<file path="src/rtl/stereo_matrix_ctrl.sv">
// -----------------------------------------------------------------------------
// stereo_matrix_ctrl
//
// Purpose:
//   Converts a mid/side style stereo stream into left/right channel samples.
//   One L+R word and one L-R word are popped together from two
//   first-word-fall-through FIFOs. The pair is turned into
//       left  = (L+R) + (L-R)   (= 2L)
//       right = (L+R) - (L-R)   (= 2R)
//   and then pushed together into two output FIFOs. A two-state FSM keeps the
//   read and write phases apart, so at most one pair is in flight.
//
// Ports:
//   clock        : single clock, all state updates on the rising edge
//   reset        : asynchronous, active-low reset
//   lpr_dout     : L+R sample (valid while lpr_empty is low)
//   lpr_empty    : L+R FIFO empty flag
//   lpr_rd_en    : L+R FIFO pop
//   lmr_dout     : L-R sample (valid while lmr_empty is low)
//   lmr_empty    : L-R FIFO empty flag
//   lmr_rd_en    : L-R FIFO pop
//   left_din     : registered 2L sample
//   left_wr_en   : left FIFO push
//   left_full    : left FIFO full flag
//   right_din    : registered 2R sample
//   right_wr_en  : right FIFO push
//   right_full   : right FIFO full flag
//   mono         : when high, the L-R sample is consumed but treated as zero
//   sample_count : number of stereo pairs pushed since reset (wraps)
//
// Configuration:
//   STEREO_MATRIX_SAT_EN : when defined, sum/difference overflow clamps to the
//                          most positive / most negative representable value.
//                          When undefined, results wrap modulo 2^DATA_WIDTH.
// -----------------------------------------------------------------------------
module stereo_matrix_ctrl #(
    parameter int DATA_WIDTH = 32
) (
    input  logic                  clock,
    input  logic                  reset,

    input  logic [DATA_WIDTH-1:0] lpr_dout,
    input  logic                  lpr_empty,
    output logic                  lpr_rd_en,

    input  logic [DATA_WIDTH-1:0] lmr_dout,
    input  logic                  lmr_empty,
    output logic                  lmr_rd_en,

    output logic [DATA_WIDTH-1:0] left_din,
    output logic                  left_wr_en,
    input  logic                  left_full,

    output logic [DATA_WIDTH-1:0] right_din,
    output logic                  right_wr_en,
    input  logic                  right_full,

    input  logic                  mono,
    output logic [31:0]           sample_count
);

    typedef enum logic {
        S_READ  = 1'b0,
        S_WRITE = 1'b1
    } state_t;

    state_t                state_q, state_d;
    logic [DATA_WIDTH-1:0] left_q,  left_d;
    logic [DATA_WIDTH-1:0] right_q, right_d;
    logic [31:0]           count_q, count_d;

    logic                  pop;
    logic                  push;
    logic [DATA_WIDTH-1:0] lmr_eff;
    logic [DATA_WIDTH-1:0] sum_res;
    logic [DATA_WIDTH-1:0] diff_res;

    // Mono mode still consumes the L-R word; it just contributes nothing.
    assign lmr_eff = mono ? '0 : lmr_dout;

`ifdef STEREO_MATRIX_SAT_EN
    // Saturating arithmetic: compute one bit wider, then clamp when the two
    // top bits disagree (the true result left the DATA_WIDTH signed range).
    logic [DATA_WIDTH:0] sum_ext;
    logic [DATA_WIDTH:0] diff_ext;

    localparam logic [DATA_WIDTH-1:0] MAX_POS = {1'b0, {(DATA_WIDTH-1){1'b1}}};
    localparam logic [DATA_WIDTH-1:0] MAX_NEG = {1'b1, {(DATA_WIDTH-1){1'b0}}};

    always_comb begin
        sum_ext  = {lpr_dout[DATA_WIDTH-1], lpr_dout} + {lmr_eff[DATA_WIDTH-1], lmr_eff};
        diff_ext = {lpr_dout[DATA_WIDTH-1], lpr_dout} - {lmr_eff[DATA_WIDTH-1], lmr_eff};

        if (sum_ext[DATA_WIDTH] != sum_ext[DATA_WIDTH-1]) begin
            sum_res = sum_ext[DATA_WIDTH] ? MAX_NEG : MAX_POS;
        end else begin
            sum_res = sum_ext[DATA_WIDTH-1:0];
        end

        if (diff_ext[DATA_WIDTH] != diff_ext[DATA_WIDTH-1]) begin
            diff_res = diff_ext[DATA_WIDTH] ? MAX_NEG : MAX_POS;
        end else begin
            diff_res = diff_ext[DATA_WIDTH-1:0];
        end
    end
`else
    // Plain two's complement: overflow simply wraps.
    assign sum_res  = lpr_dout + lmr_eff;
    assign diff_res = lpr_dout - lmr_eff;
`endif

    // Handshakes are gated by reset so that no FIFO is popped or pushed while
    // reset is held low, even though the state register already sits in
    // S_READ at that time.
    assign pop  = reset && (state_q == S_READ)  && !lpr_empty && !lmr_empty;
    assign push = reset && (state_q == S_WRITE) && !left_full && !right_full;

    assign lpr_rd_en    = pop;
    assign lmr_rd_en    = pop;
    assign left_wr_en   = push;
    assign right_wr_en  = push;
    assign left_din     = left_q;
    assign right_din    = right_q;
    assign sample_count = count_q;

    // Next-state logic: capture a new pair on a pop, hold it throughout the
    // write phase, and count each completed push.
    always_comb begin
        state_d = state_q;
        left_d  = left_q;
        right_d = right_q;
        count_d = count_q;

        case (state_q)
            S_READ: begin
                if (pop) begin
                    left_d  = sum_res;
                    right_d = diff_res;
                    state_d = S_WRITE;
                end
            end
            S_WRITE: begin
                if (push) begin
                    count_d = count_q + 32'd1;
                    state_d = S_READ;
                end
            end
            default: begin
                state_d = S_READ;
            end
        endcase
    end

    // State registers; reset discards any pair waiting to be written.
    always_ff @(posedge clock or negedge reset) begin
        if (!reset) begin
            state_q <= S_READ;
            left_q  <= '0;
            right_q <= '0;
            count_q <= '0;
        end else begin
            state_q <= state_d;
            left_q  <= left_d;
            right_q <= right_d;
            count_q <= count_d;
        end
    end

endmodule

</file>
<file path="config.mk">
export PLATFORM = sky130hd
export DESIGN_NAME = stereo_matrix_ctrl
export DESIGN_NICKNAME = d
export VERILOG_FILES = /design/src/rtl/stereo_matrix_ctrl.sv
export SDC_FILE = /design/constraint.sdc
export NUM_CORES = 1
export LEC_CHECK = 0
export CAP_MARGIN = 10
export CORE_UTILIZATION = 45
export CTS_BUF_LIST = sky130_fd_sc_hd__clkbuf_16
export DETAILED_ROUTE_END_ITERATION = 10
export GPL_TIMING_DRIVEN = 0
export PLACE_DENSITY_LB_ADDON = 0.3
export SKIP_LAST_GASP = 1
export SYNTH_ARGS = -nofsm -noshare
export SYNTH_HDL_FRONTEND = slang
export SYNTH_SLANG_ARGS = --single-unit
export TNS_END_PERCENT = 1
</file>
<file path="constraint.sdc">
create_clock -name clock -period 2.1 [get_ports clock]
set_input_delay 0.21 -clock clock [delete_from_list [all_inputs] [get_ports clock]]
set_output_delay 0.21 -clock clock [all_outputs]
set_load 0.1 [all_outputs]
</file>
==> impl_metrics.tcl <==
set metrics [dict create \
    outcome "complete, but fails checks" \
    violations "hold timing, setup timing" \
    insertion_delay_ns 0.35 \
    fin_nets 1252 \
    rrSetupSlack_ns -0.10 \
    crit_path_top_delay_cell "clkdlybuf4s50_1" \
    startpoint_type "input pin" \
    hold_buffers 3 \
    crit_buf_inv 3 \
    yosysWarnings 0 \
    crit_arrival_ns 2.96 \
    grt.overflow.total 0 \
    met2_usage_pct 46.6 \
    yosysTopAreaCellShare_pct 32.4 \
    cts_sinks 96 \
    final_cell_mix "clkdlybuf4s50_1, nand2_1, dfrtp_1, o21ai_0, xnor2_1" \
    layout_commonest_cell "clkdlybuf4s50_1" \
    drc_errors 0 \
    slew-limit-headroom_pct 29.6 \
    num_rows 46 \
    multi_input_area_um2 5310 \
    clockRootBuffer "clkbuf_16" \
    gp_congestion 0.957 \
    fillerInstances 1302 \
    worstPathCellList "clkdlybuf4s50_1 > nand2b_1 > ha_1 > buf_4 > inv_1 > a311oi_2 > o221ai_1 > a21oi_2 > o221ai_2 > a21oi_2 > o21ai_1 > xor2_1 > o21ai_1" \
    syn_to_final_growth_pct 46.3 \
    fin_crit_sh_pct 131 \
    cts_made_buffers 9 \
    worst-endpoint-required_ns 2.32 \
    grt_pass1_vias 6991 \
    yosysTopAreaCell "dfrtp_1" \
    grt_util_all_layers_pct 27.7 \
    avgSynthCellArea_um2 8.32 \
    layout-drive-gt1-share_pct 16.6 \
    busiest_layer "met2" \
    setup_tns_ns -17.72 \
    netlist_instances 892 \
    cts_buffer_depth 2 \
    setup_viol 91 \
    synth-edff-count 0 \
    io-pin-count 171 \
    route.vias.total 7400 \
    async_flop_share_pct 100 \
    worstHoldPathType "in -> async" \
    grt_pass1_wl_um 36000 \
    worstSetupPathType "in -> reg" \
    synth-main-ff-cell "dfrtp_1" \
    fmax_mhz 364 \
    core_area_um2 16000 \
    cp.depth 13 \
    antenna_cells 0 \
    r2r_end "sample_count[31]" \
    drt_iter0_markers 513 \
    crit_fanout 8 \
    synth_top_cells_by_area "dfrtp_1, ha_1, xnor2_1" \
    final_antenna_net_count 0 \
    die_h_um 130 \
    skew_ns 0.00644 \
    wl_per_cell_um 17.9 \
    use_met3_pct 3.22 \
    grt_max_degree 56 \
    fp.dieW_um 130 \
    vdd_ir_drop_max_mv 1.06 \
    rr_worst_depth 7 \
    drt_wl_total_um 23800 \
    dpl.hpwl_um 16900 \
    start_util_pct 46.4 \
    drt_pass1_iterations 5 \
    max_stage_delay_ns 0.46 \
    hold_viol_final 53 \
    met1_usage_pct 35.2 \
    setup_slack_ns -0.644 \
    cp-end-kind "register" \
    powerDensity_nw_per_um2 1230 \
    p_total_uw 13400 \
    regToRegStartpoint "state_q" \
    rsz0062_at_grt "true" \
    synth_fp_nets 1033 \
    finalCriticalPeriod_ns 2.74 \
    cp_top_family "compound AO/OA/AOI/OAI gates" \
    antenna_found_initial 0 \
    vias_per_cell 5.56 \
    seq_area_frac_synth_pct 32.4 \
    netlist_area_um2 7420 \
    hold-worst-slack_ns -0.157 \
    maxCapViolations 0 \
    drv_slew 0 \
    yosysUniqueCellTypes 64 \
    htree_levels 3 \
    synth-seq-cells 96 \
    worst_pin_slew_ns 1.05 \
    io_buffers 170 \
    cts.reportedPaths.clkPinSlew_ns 0.07 \
    dieArea_um2 17000 \
    ff_latch_area_um2 2400 \
    tritoncts "built" \
    leakage_uw 0.00486 \
]
==> sequential cells by signal, summed over array words and instances, names as in the netlist <==
register	count
left_din	31
state_q	1
sample_count	32
right_din	32
==> synthesized netlist by cell type, drive strengths merged, types with 3 or more instances <==
cell type and number:
a211oi 8, a21boi 3, a21o 10, a21oi 55
a311oi 3, and3 12, buf 9, clkbuf 31
clkinv 4, dfrtp 96, ha 68, inv 66
nand2 106, nand2b 40, nand3 16, nand4 12
nor2 68, nor2b 10, nor3 21, nor4 7
o211ai 4, o21a 6, o21ai 90, o21bai 10
o221ai 5, o311ai 3, o31ai 5, o41ai 3
or3 4, xnor2 70, xor2 21
==> power breakdown <==
group	switching (µW)	internal (µW)	total (µW)
Sequential	448	2490	2930
Clock	749	1160	1910
Combinational	6470	2080	8550
Total	7670	5720	13400
==> per-layer routing <==
layer / share of wire, % / routed length [µm]
met5: 0 / 0
met3: 5.9 / 1400
met2: 48 / 11400
met4: 4.4 / 1060
met1: 42 / 9900
==> timing repair <==
| item | 4_1_cts | 5_1_grt |
|---|---|---|
| pin swaps | 42 | 21 |
| endpoints found under the setup margin | 135 | 122 |
| setup buffers | 36 | 10 |
| hold endpoints to repair | 43 | 53 |
| gates resized for setup | 121 | 43 |
| gates cloned | 1 | 0 |
==> how the worst max path moves through the flow <==
stage | startpoint | endpoint | slack [ns]
after detailed placement | mono | right_din[29] | -2.08
after floorplan | mono | right_din[31] | -0.51
after CTS | mono | right_din[29] | -0.52
after global routing | lmr_dout[13] | left_din[30] | -0.76
after global placement | reset | lpr_rd_en | -5.27
final | lmr_dout[12] | left_din[30] | -0.64
==> per-stage QoR <==
step / worst slack, ns / util [%] / hold WS, ns / std cells / instance area (µm²)
6_report: -0.644 / 67.9 / -0.157 / 1332 / 10900
2_1_floorplan: -0.508 / - / -0.0856 / 892 / 7570
3_5_place_dp: -2.08 / 59.8 / 0.248 / 1279 / 9570
4_1_cts: -0.515 / 66.4 / -0.152 / 1326 / 10600
3_3_place_gp: -5.27 / 59.6 / 0.458 / 1278 / 9540
5_1_grt: -0.764 / 67.9 / -0.140 / 1332 / 10900
==> worst register-to-register path: cells and delay by family (launching register included) <==
kind                      cells  cell delay (ns)
and+or+nand+nor               6             1.63
DFF                           1             0.34
xor gates and xnor gates      1             0.15
==> kinds of logic after synthesis <==
logic type | synth area share (%)
adder cells (fa/ha/maj) | 12.0
buffers and inverters | 5.85
AO/OA/AOI/OAI | 19.4
flip-flops | 32.4
XOR/XNOR | 10.7
AND/OR/NAND/NOR | 19.3
multiplexers | 0.286
==> area by class of cell <==
cell class                      instances  share of cell area, %
Timing Repair Buffer                  219                   19.5
Clock buffer                            9                   2.07
Clock inverter                          7                   1.01
Tap cell                              216                   2.49
Sequential cell                        96                   22.1
Buffer                                 29                   1.50
Inverter                               70                   2.44
Multi-Input combinational cell        686                   48.9
No activity file was read; power rests on OpenSTA's default activity.
